==> src/rtl/pc_stack_16_if.sv <==
// ---------------------------------------------------------------------------
// pc_stack_16_if
// Bundles the operation strobes, the jump target and the program-counter and
// stack-status outputs of pc_stack_16. clk and reset are not part of this
// bundle; they stay plain module ports.
//
//   in        : 16-bit jump/call target            (master -> slave)
//   load      : jump strobe                        (master -> slave)
//   inc       : increment strobe                   (master -> slave)
//   push      : call strobe                        (master -> slave)
//   pop       : return strobe                      (master -> slave)
//   out       : registered program counter         (slave -> master)
//   full      : stack holds DEPTH entries          (slave -> master)
//   empty     : stack holds no entries             (slave -> master)
//   overflow  : sticky, push attempted while full  (slave -> master)
//   underflow : sticky, pop attempted while empty  (slave -> master)
// ---------------------------------------------------------------------------
interface pc_stack_16_if;
    logic [15:0] in;
    logic        load;
    logic        inc;
    logic        push;
    logic        pop;
    logic [15:0] out;
    logic        full;
    logic        empty;
    logic        overflow;
    logic        underflow;

    modport master (
        output in, load, inc, push, pop,
        input  out, full, empty, overflow, underflow
    );

    modport slave (
        input  in, load, inc, push, pop,
        output out, full, empty, overflow, underflow
    );
endinterface

==> src/rtl/pc_stack_16.sv <==
// ---------------------------------------------------------------------------
// pc_stack_16
// 16-bit program counter with a DEPTH-entry hardware return-address stack.
// One operation per rising clk, priority pop > push > load > inc > hold.
//
// Ports:
//   clk   : rising-edge clock
//   reset : asynchronous, active-high; clears PC, stack pointer and flags
//   bus   : pc_stack_16_if.slave (in/load/inc/push/pop in,
//           out/full/empty/overflow/underflow out)
//
// Parameters:
//   DEPTH : number of return-address entries (power of two, 2..16)
//   SPW   : stack-pointer width, holds 0..DEPTH inclusive
// ---------------------------------------------------------------------------
module pc_stack_16 #(
    parameter int DEPTH = 4,
    parameter int SPW   = $clog2(DEPTH) + 1
) (
    input  logic            clk,
    input  logic            reset,
    pc_stack_16_if.slave    bus
);

    localparam int AW = (DEPTH > 1) ? $clog2(DEPTH) : 1;

    logic [15:0]    out_q, out_d;
    logic [SPW-1:0] sp_q, sp_d;
    logic           ovf_q, ovf_d;
    logic           udf_q, udf_d;
    logic [15:0]    stack_q [DEPTH];

    logic           wr_en;
    logic [AW-1:0]  wr_idx;
    logic [AW-1:0]  rd_idx;
    logic [15:0]    ret_addr;
    logic           is_full;
    logic           is_empty;

    assign is_full  = (sp_q == SPW'(DEPTH));
    assign is_empty = (sp_q == '0);
    // sp points at the next free slot; the top of stack sits one below it.
    assign wr_idx   = AW'(sp_q);
    assign rd_idx   = AW'(sp_q - SPW'(1));
    // Return address wraps FFFF -> 0000 like the increment path.
    assign ret_addr = out_q + 16'd1;

    always_comb begin
        out_d = out_q;
        sp_d  = sp_q;
        ovf_d = ovf_q;
        udf_d = udf_q;
        wr_en = 1'b0;
        if (bus.pop) begin
            if (!is_empty) begin
                out_d = stack_q[rd_idx];
                sp_d  = sp_q - SPW'(1);
            end else begin
                udf_d = 1'b1;
            end
        end else if (bus.push) begin
            // The jump happens even when the return address cannot be saved.
            out_d = bus.in;
            if (!is_full) begin
                wr_en = 1'b1;
                sp_d  = sp_q + SPW'(1);
            end else begin
                ovf_d = 1'b1;
            end
        end else if (bus.load) begin
            out_d = bus.in;
        end else if (bus.inc) begin
            out_d = out_q + 16'd1;
        end
    end

    always_ff @(posedge clk or posedge reset) begin
        if (reset) begin
            out_q <= 16'h0000;
            sp_q  <= '0;
            ovf_q <= 1'b0;
            udf_q <= 1'b0;
        end else begin
            out_q <= out_d;
            sp_q  <= sp_d;
            ovf_q <= ovf_d;
            udf_q <= udf_d;
        end
    end

    // Stack contents are don't-care after reset, so the storage has no reset.
    always_ff @(posedge clk) begin
        if (wr_en) begin
            stack_q[wr_idx] <= ret_addr;
        end
    end

    assign bus.out       = out_q;
    assign bus.full      = is_full;
    assign bus.empty     = is_empty;
    assign bus.overflow  = ovf_q;
    assign bus.underflow = udf_q;

endmodule
==> src/flat_wrapper.sv <==
// flat-port wrapper written by rule: the top's interface ports become plain ports
module pc_stack_16_flat 
#(
    parameter int DEPTH = 4,
    parameter int SPW   = $clog2(DEPTH) + 1
)
  (clk, reset, bus_in, bus_load, bus_inc, bus_push, bus_pop, bus_out, bus_full, bus_empty, bus_overflow, bus_underflow);
  pc_stack_16_if bus_i ();
  input  logic clk;
  input  logic reset;
  input wire logic [$bits(bus_i.in)-1:0] bus_in;
  input wire logic [$bits(bus_i.load)-1:0] bus_load;
  input wire logic [$bits(bus_i.inc)-1:0] bus_inc;
  input wire logic [$bits(bus_i.push)-1:0] bus_push;
  input wire logic [$bits(bus_i.pop)-1:0] bus_pop;
  output wire logic [$bits(bus_i.out)-1:0] bus_out;
  output wire logic [$bits(bus_i.full)-1:0] bus_full;
  output wire logic [$bits(bus_i.empty)-1:0] bus_empty;
  output wire logic [$bits(bus_i.overflow)-1:0] bus_overflow;
  output wire logic [$bits(bus_i.underflow)-1:0] bus_underflow;
  assign bus_i.in = bus_in;
  assign bus_i.load = bus_load;
  assign bus_i.inc = bus_inc;
  assign bus_i.push = bus_push;
  assign bus_i.pop = bus_pop;
  assign bus_out = bus_i.out;
  assign bus_full = bus_i.full;
  assign bus_empty = bus_i.empty;
  assign bus_overflow = bus_i.overflow;
  assign bus_underflow = bus_i.underflow;
  pc_stack_16 #(.DEPTH(DEPTH), .SPW(SPW)) u_core (.clk(clk), .reset(reset), .bus(bus_i));
endmodule
==> config.mk <==
export PLATFORM = sky130hd
export DESIGN_NAME = pc_stack_16_flat
export DESIGN_NICKNAME = d
export VERILOG_FILES = /design/src/rtl/pc_stack_16_if.sv /design/src/rtl/pc_stack_16.sv /design/src/flat_wrapper.sv
export SDC_FILE = /design/constraint.sdc
export NUM_CORES = 1
export LEC_CHECK = 0
export ABC_AREA = 1
export CORE_ASPECT_RATIO = 0.8
export CORE_MARGIN = 3
export CORE_UTILIZATION = 61
export CTS_CLUSTER_SIZE = 30
export DETAILED_ROUTE_END_ITERATION = 8
export PLACE_DENSITY = 0.82
export SYNTH_ARGS = -nofsm -noshare
export SYNTH_HDL_FRONTEND = slang
export SYNTH_SLANG_ARGS = --single-unit
==> constraint.sdc <==
create_clock -name clk -period 4.65 [get_ports clk]
set_clock_uncertainty 0.1 [all_clocks]
set_input_delay 0.93 -clock clk [delete_from_list [all_inputs] [get_ports clk]]
set_output_delay 0.93 -clock clk [all_outputs]
set_load 0.03 [all_outputs]
==> results of run 1 <==
-- placed cells by master (no fill, tap or decap), types with 4 or more instances in the layout --
cell	n
a21oi_1	11
buf_4	6
clkbuf_8	9
clkdlybuf4s50_1	41
dfrtp_1	21
edfxtp_1	64
ha_1	6
inv_1	32
nand2_1	104
nand3_1	22
nand4_1	4
nor2_1	57
nor2_2	6
o211ai_1	13
o21ai_0	34
o21ai_2	4
xor2_1	6
-- cell families after synthesis --
group | after synthesis | share of synthesized area, %
AOI/OAI and AO/OA | 69 | 10.5
xor gates and xnor gates | 9 | 2.09
adders and majority gates | 6 | 1.82
buffers and inverters | 52 | 5.83
DFF | 85 | 59.3
and+or+nand+nor | 202 | 20.4
-- final timing paths --
check | start | end | slack (ps)
worst min-delay path | u_core.bus.overflow | u_core.bus.overflow | 360
worst max-delay path | u_core.sp_q[0] | bus_empty | 1240
worst max register to register | u_core.sp_q[0] | u_core.bus.out[15] | 1780
min in group asynchronous | reset | u_core.bus.out[4] | 970
max in group asynchronous | reset | u_core.bus.out[6] | 2920
worst min register to register | u_core.bus.overflow | u_core.bus.overflow | 360
-- sequential cells by signal, summed over array words and instances, names as in the netlist --
signal / flops
u_core.sp_q: 3
u_core.stack_q: 64
u_core.bus.underflow: 1
u_core.bus.overflow: 1
u_core.bus.out: 16
-- critical path, stage by stage, from the launching register on --
cell	delay [ps]
dfrtp_1	390
inv_2	420
ha_1	260
inv_1	60
nor2_2	180
clkdlybuf4s50_1	710
-- power groups by stage --
stage / Clock [mW] / Sequential (mW) / Combinational (mW)
finish: 0.549 / 1.25 / 1.52
detailed placement: 0 / 1.26 / 1.49
global placement: 0 / 1.26 / 1.43
global route: 0.583 / 1.27 / 1.67
floorplan: 0 / 1.37 / 0.891
CTS: 0.554 / 1.25 / 1.50
-- routing by layer --
| layer | wire length (um) | GRT usage (%) | up-vias |
|---|---|---|---|
| met1 | 4470 | 42.6 | 1543 |
| li1 | - | - | 1500 |
| met5 | 0 | 0 | - |
| met2 | 4560 | 40.7 | 199 |
| met3 | 1160 | 6.99 | 13 |
| met4 | 89 | 6.64 | 0 |
-- cell type report --
class	count	area (um2)
Tap cell	84	105
Multi-Input combinational cell	286	1440
Inverter	34	128
Sequential cell	85	2450
Timing Repair Buffer	47	455
Clock buffer	9	124
Clock inverter	7	87.6
Fill cell	438	1690
-- through the flow --
stage / hold WS, ps / area (um2) / util, %
finish: 360 / 4780 / 73.9
global route: 393 / 4780 / 73.9
CTS: 366 / 4780 / 73.9
detailed placement: 345 / 4570 / 70.6
global placement: 339 / 4570 / 70.6
floorplan: 386 / 4120 / -
==> reports/qor.yml, run 1 <==
outcome: "complete, no violations"
p_per_area_mw_per_mm2: 694
ff2ff_path_depth: 9
ys_ff_latch: 85
yosysWarnings: 0
drtIter0Drc: 314
grt_max_degree: 36
fin_nets: 491
cap_viol_max_count: 0
finalSetupViolations: 0
std_cell_rows: 26
placedCellCount: 536
grt_pass1_vias: 3082
vias_per_cell: 5.90
insertion_delay_ps: 360
post-synth-top-area-cell: "edfxtp_1"
startpoint_type: "flip-flop"
switching_share_pct: 44.4
ys_seq_area_share_pct: 59.3
synthToLayoutAreaGrowth_pct: 16.0
synth_ff_type: "edfxtp_1"
dp.final_hpwl_um: 6750
power_frac_seq_pct: 37.7
ir_drop_mv: 0.468
clockRootBuffer: "clkbuf_8"
p_leak_nw: 1.92
cp-end-kind: "output port"
fmax_mhz: 293
place.gp.congestion: 0.841
maxSlewHeadroom_pct: 39.3
routedWlPerCell_um: 18.6
overflow: 0
final_cell_count_no_fill: 552
synth_commonest_cells: "104 x nand2_1, 64 x edfxtp_1, 57 x nor2_1"
antenna_cells: 0
io_buffer_count: 41
htree_levels: 3
grt_use_total_pct: 28.0
grt_pass1_wl_um: 16400
cts_resized: 0
wl_um: 10300
drc: 0
p_int_mw: 1.85
critPathRequiredTime_ps: 3620
whs_path_depth: 1
clkPwrFrac_pct: 16.5
cts_hold_buf: 0
cts_tree: "built"
maxSlewViolCount: 0
hp-class: "reg2reg"
rsz0062_at_grt: "false"
yosysMostFrequentCell: "nand2_1"
ys_types: 32
dpl_worst_slack_ps: 1270
die_area_mm2: 0.00779
finalHoldViolCount: 0
crit_type: "reg2out"
route.vias.total: 3255
clock_sinks: 85
synth.cell_area_mm2: 0.00412
antenna_left: 0
final_layout_size_suffix_gt1_share_pct: 9.40
fin_crit_ps: 3410
synth_area_per_cell_um2: 9.75
numCtsBuffers: 9
synthTopCellsByArea: "edfxtp_1 47%, dfrtp_1 13%, nand2_1 9.5%"
die_y_um: 79.5
drt-pass1-iter-count: 5
antenna_found_initial: 0
path_clk_slew_ps: 90
power_switching_mw: 1.47
clk_path_buf_depth: 2
power_mw: 3.32
synth_nets: 451
pwr-share-comb_pct: 45.7
core_mm2: 0.00647
synth-async-reset-ratio_pct: 24.7
chipWidth_um: 97.9
synth_edf_count: 64
fin_crit_sh_pct: 73.4
finalWorstSetupSlack_ps: 1240
crit_arrival_ps: 2380
syn_inst: 423
setup_tns_ps: 0
tightest_slew_ps: 910
ios: 42
initial_core_util_pct: 63.7
postCtsSetupBuffers: 0
yosysTopAreaCellShare_pct: 46.6
crit_path_max_fanout: 35
No activity file was read; power rests on OpenSTA's default activity.
==> inputs of run 2 (changes only) <==
- CORE_UTILIZATION: 61 -> 51
- PLACE_DENSITY: 0.82 -> 0.73
- clock period: 4.65 -> 3 ns (I/O delays scaled with it)
==> run 2 against run 1 <==
- die area is 18% higher
- core utilization down 11 points
- global-route usage down 3.9 points
- sequential power up 55%
- critical path type unchanged
- critical endpoint unchanged
- largest cell class unchanged
- largest power group unchanged
==> reports/qor.yml, run 2 (same netlist as run 1, synthesis figures left out) <==
route.vias.total: 3172  # -2.5%
clk_path_buf_depth: 2  # unchanged
cp.buffers_inverters: 3  # unchanged
drc: 0  # unchanged
finalSetupViolations: 0  # unchanged
fillers: 654  # +49%
cts_hold_buf: 0  # unchanged
htree_levels: 3  # unchanged
core_mm2: 0.00764  # +18%
fin_crit_sh_pct: 90.5
io_buffer_count: 41  # unchanged
final_cell_count_no_fill: 578  # +4.7%
grt_max_degree: 36  # unchanged
rsz0062_at_grt: "false"
placedCellCount: 562  # +4.9%
insertion_delay_ps: 360  # about the same
largest_register_ffs: 64  # unchanged
drtIter0Drc: 309  # -1.6%
chipWidth_um: 107  # +8.8%
path_clk_slew_ps: 90  # about the same
placed_area_mm2: 0.00464  # +1.4%
drt-pass1-iter-count: 5  # unchanged
tightest_slew_ps: 771  # -138 ps
p_leak_nw: 1.92  # +0.30%
fmax_mhz: 368
die_y_um: 86.4  # +8.7%
grt_pass1_wl_um: 16800  # +2.4%
overflow: 0  # unchanged
finalHoldViolCount: 0  # unchanged
startpoint_type: "flip-flop"
grt_use_total_pct: 24.1  # -3.9 points
crit_chain: "inv_1, ha_1, inv_1, nor2_2, clkdlybuf4s50_1"
antenna_left: 0  # unchanged
wl_um: 10200  # -0.50%
setup_tns_ps: 0  # unchanged
cts_resized: 0  # unchanged
grt_pass1_vias: 3068  # -0.45%
crit_path_top_delay_cell: "clkdlybuf4s50_1"
antenna_found_initial: 0  # unchanged
routedWlPerCell_um: 17.7  # -5.0%
whs_path_depth: 1  # unchanged
critPathRequiredTime_ps: 2300  # -1320 ps
cp_common_cell: "inv_1"
place.gp.congestion: 0.842  # about the same
ios: 42  # unchanged
clockRootBuffer: "clkbuf_8"
layout_common_cells: "104 x nand2_1, 64 x edfxtp_1, 57 x nor2_1, 41 x clkdlybuf4s50_1, 34 x o21ai_0"
final_layout_size_suffix_gt1_share_pct: 10.1  # +0.75 points
numCtsBuffers: 9  # unchanged
ff2ff_path_depth: 9  # unchanged
die_area_mm2: 0.00921  # +18%
cp-end-kind: "output port"
vias_per_cell: 5.49  # -6.9%
std_cell_rows: 28  # +7.7%
critPathMaxStageDelay_ps: 700  # about the same
crit_path_max_fanout: 4  # -89%
crit_arrival_ps: 2020  # -360 ps
initial_core_util_pct: 54.0  # -9.7 points
cts_tree: "built"
clock_sinks: 85  # unchanged
regMostFlops: "u_core.stack_q"
hp-class: "reg2reg"
postCtsSetupBuffers: 0  # unchanged
fin_area_mm2: 0.00482  # +0.71%
maxSlewViolCount: 0  # unchanged
fin_nets: 496  # +1.0%
ir_drop_mv: 0.714  # +52%
outcome: "complete, no violations"
p_per_area_mw_per_mm2: 1050  # +51%
cp.depth: 5  # unchanged
crit_family: "buffers and inverters"
dp.final_hpwl_um: 6730  # -0.44%
fin_crit_ps: 2720
antenna_cells: 0  # unchanged
crit_type: "reg2out"
synthToLayoutAreaGrowth_pct: 16.8
final_common_cell: "nand2_1"
maxSlewHeadroom_pct: 48.5  # +9.2 points
cap_viol_max_count: 0  # unchanged
-- run 2: cell types whose count changed in the layout (fill, tap and decap cells not counted), sizes merged --
cell / previous run / this run
clkinv: 2 / 3
buf: 6 / 11
bufinv: 1 / 0
inv: 38 / 37
clkinvlp: 0 / 1
-- run 2: where the power goes --
part | switching, mW | leakage, nW | total (mW) | internal [mW]
sequential | 0.235 | 0.821 | 1.94 | 1.70
combinational | 1.57 | 1.01 | 2.34 | 0.771
clock | 0.455 | 0.0898 | 0.767 | 0.313
total | 2.26 | 1.92 | 5.05 | 2.79
-- run 2: cell type report --
type                            instances  area [um2]  share of cell area, %
Clock buffer                            9         124                   2.57
Sequential cell                        85        2450                   50.8
Timing Repair Buffer                   52         493                   10.2
Inverter                               34         128                   2.65
Tap cell                              105         131                   2.73
Multi-Input combinational cell        286        1440                   29.8
Clock inverter                          7        57.6                   1.19
-- run 2: stage by stage --
| step | setup slack, ps | hold WS [ps] | total power, mW | utilization (%) |
|---|---|---|---|---|
| floorplan | 684 | 386 | 3.51 | - |
| global placement | 647 | 338 | 4.22 | 60.7 |
| detailed placement | 589 | 343 | 4.27 | 60.7 |
| CTS | 258 | 365 | 5.04 | 63.1 |
| global route | 180 | 386 | 5.40 | 63.1 |
| finish | 284 | 360 | 5.05 | 63.1 |
-- run 2: per-layer routing --
metal,up-vias,part of all wire (%),GRT usage [%]
li1,1507,-,-
met1,1485,47,37.2
met2,168,43,34.6
met3,12,8.8,4.62
met4,0,1.2,8.01
met5,-,0,0
-- run 2: worst paths after layout --
kind / startpoint / end / slack [ps]
setup / recovery: u_core.sp_q[1] / bus_empty / 280
hold / removal: u_core.bus.overflow / u_core.bus.overflow / 360
setup reg to reg: u_core.sp_q[1] / u_core.bus.out[15] / 570
hold reg to reg: u_core.bus.overflow / u_core.bus.overflow / 360
max in group asynchronous: reset / u_core.sp_q[0] / 2060
min in group asynchronous: reset / u_core.bus.out[3] / 480
==> inputs of run 3 (changes only) <==
- CORE_MARGIN: 3 -> not set
==> run 3 against run 2 <==
- total power down 0.36%
- critical path depth unchanged
- sequential power hardly changed
- core utilization increased by 0.27 points
- routed wire length shrank 5.8%
- non-clock buffer count fell by 1
==> reports/qor.yml, run 3 (same netlist as run 1, synthesis figures left out) <==
ios: 42  # unchanged
crit_type: "reg2out"
r2r-start: "u_core.sp_q[1]"
p_per_area_mw_per_mm2: 1040  # -0.34%
routedWlPerCell_um: 16.7  # -5.6%
clockRootBuffer: "clkbuf_8"
drc: 0  # unchanged
fmax_mhz: 369  # +0.31%
route.vias.total: 3125  # -1.5%
regMostFlops: "u_core.stack_q"
drt-pass1-iter-count: 4  # -1
maxSlewHeadroom_pct: 52.0  # +3.5 points
wl_um: 9630  # -5.8%
outcome: "complete, no violations"
crit_path_top_delay_cell: "clkdlybuf4s50_1"
clk_path_buf_depth: 2  # unchanged
cp-end-kind: "output port"
cts_hold_buf: 0  # unchanged
critPathMaxStageDelay_ps: 700  # about the same
hp-start: "u_core.bus.overflow"
postCtsSetupBuffers: 0  # unchanged
antenna_left: 0  # unchanged
tightest_slew_ps: 719  # -52.7 ps
die_area_mm2: 0.00845  # -8.2%
cap_viol_max_count: 0  # unchanged
crit_path_max_fanout: 4  # unchanged
overflow: 0  # unchanged
crit_chain: "inv_1, ha_1, inv_1, nor2_2, clkdlybuf4s50_1"
crit_start: "u_core.sp_q[1]"
crit_arrival_ps: 2010  # about the same
fin_crit_ps: 2710  # -8.41 ps
layout_common_cells: "104 x nand2_1, 64 x edfxtp_1, 57 x nor2_1, 41 x clkdlybuf4s50_1, 34 x o21ai_0"
htree_levels: 3  # unchanged
numCtsBuffers: 9  # unchanged
power_mw: 5.03  # -0.36%
clock_sinks: 85  # unchanged
fin_nets: 495  # -0.20%
finalSetupViolations: 0  # unchanged
cts_resized: 0  # unchanged
cp.buffers_inverters: 3  # unchanged
die_y_um: 82.4  # -4.6%
vias_per_cell: 5.42  # -1.3%
p_leak_nw: 1.92  # about the same
path_clk_slew_ps: 70  # -20 ps
chipWidth_um: 103  # -3.8%
final_layout_size_suffix_gt1_share_pct: 9.32  # -0.83 points
place.gp.congestion: 0.907  # +7.7%
grt_pass1_vias: 3016  # -1.7%
largest_register_ffs: 64  # unchanged
antenna_found_initial: 0  # unchanged
grt_use_total_pct: 25.1  # +0.92 points
maxSlewViolCount: 0  # unchanged
ir_drop_mv: 0.674  # -5.6%
antenna_cells: 0  # unchanged
cts_tree: "built"
finalHoldViolCount: 0  # unchanged
hp-class: "reg2reg"
fillers: 637  # -2.6%
std_cell_rows: 28  # unchanged
startpoint_type: "flip-flop"
final_common_cell: "nand2_1"
rsz0062_at_grt: "false"
dp.final_hpwl_um: 6620  # -1.6%
core_mm2: 0.00760  # -0.46%
initial_core_util_pct: 54.2  # +0.25 points
io_buffer_count: 41  # unchanged
grt_max_degree: 36  # unchanged
cp_common_cell: "inv_1"
crit_family: "buffers and inverters"
drtIter0Drc: 209  # -32%
synthToLayoutAreaGrowth_pct: 16.8  # about the same
setup_tns_ps: 0  # unchanged
critPathRequiredTime_ps: 2300  # about the same
insertion_delay_ps: 350  # about the same
fin_crit_sh_pct: 90.2  # -0.28 points
grt_pass1_wl_um: 15300  # -9.1%
run 3: cell types whose count changed in the layout (fill, tap and decap cells not counted):
| cell | before | now |
|---|---|---|
| buf_4 | 11 | 10 |
| inv_8 | 1 | 0 |
| clkinv_4 | 2 | 0 |
| clkinvlp_4 | 1 | 0 |
| inv_6 | 2 | 0 |
| bufinv_16 | 0 | 1 |
| clkinv_2 | 0 | 1 |
| clkinv_1 | 1 | 0 |
| clkbuf_8 | 9 | 10 |
| clkbuf_1 | 0 | 4 |
run 3: layer usage:
layer	global-route usage, %	up-vias	routed length, um	share of wire [%]
met5	0	-	0	0
met4	6.43	0	40	0.42
met3	7.91	6	993	10
met2	37.4	137	4420	46
met1	35.6	1480	4170	43
li1	-	1502	-	-
run 3: final timing paths:
kind | end | slack (ps) | cells past startpoint
max in group asynchronous | u_core.bus.overflow | 2070 | 3
min in group asynchronous | u_core.bus.out[14] | 490 | 3
worst min-delay path | u_core.bus.overflow | 380 | 1
worst max register to register | u_core.bus.out[2] | 550 | 7
worst min register to register | u_core.bus.overflow | 380 | 1
worst max-delay path | bus_empty | 290 | 5
run 3: metrics by stage:
stage | util, % | instances | cell area, um2 | hold WS, ps | worst slack, ps
2_1_floorplan | - | 423 | 4120 | 386 | 684
3_3_place_gp | 60.9 | 561 | 4630 | 343 | 485
3_5_place_dp | 60.9 | 561 | 4630 | 364 | 516
4_1_cts | 63.3 | 577 | 4820 | 381 | 285
5_1_grt | 63.3 | 577 | 4820 | 398 | 228
6_report | 63.3 | 577 | 4820 | 376 | 293
run 3: cell type report:
class | count | area, um2 | share of cell area, %
clock inverters | 2 | 35.0 | 0.727
multi-input cells | 286 | 1440 | 29.8
flip-flops and latches | 85 | 2450 | 50.8
clock buffers | 14 | 153 | 3.17
well taps | 105 | 131 | 2.73
inverters | 34 | 128 | 2.65
repair buffers | 51 | 485 | 10.1
run 3: power breakdown:
group          total, mW  internal, mW  switching, mW
logic               2.31         0.770           1.54
registers           1.93          1.70          0.229
clock network      0.783         0.408          0.375
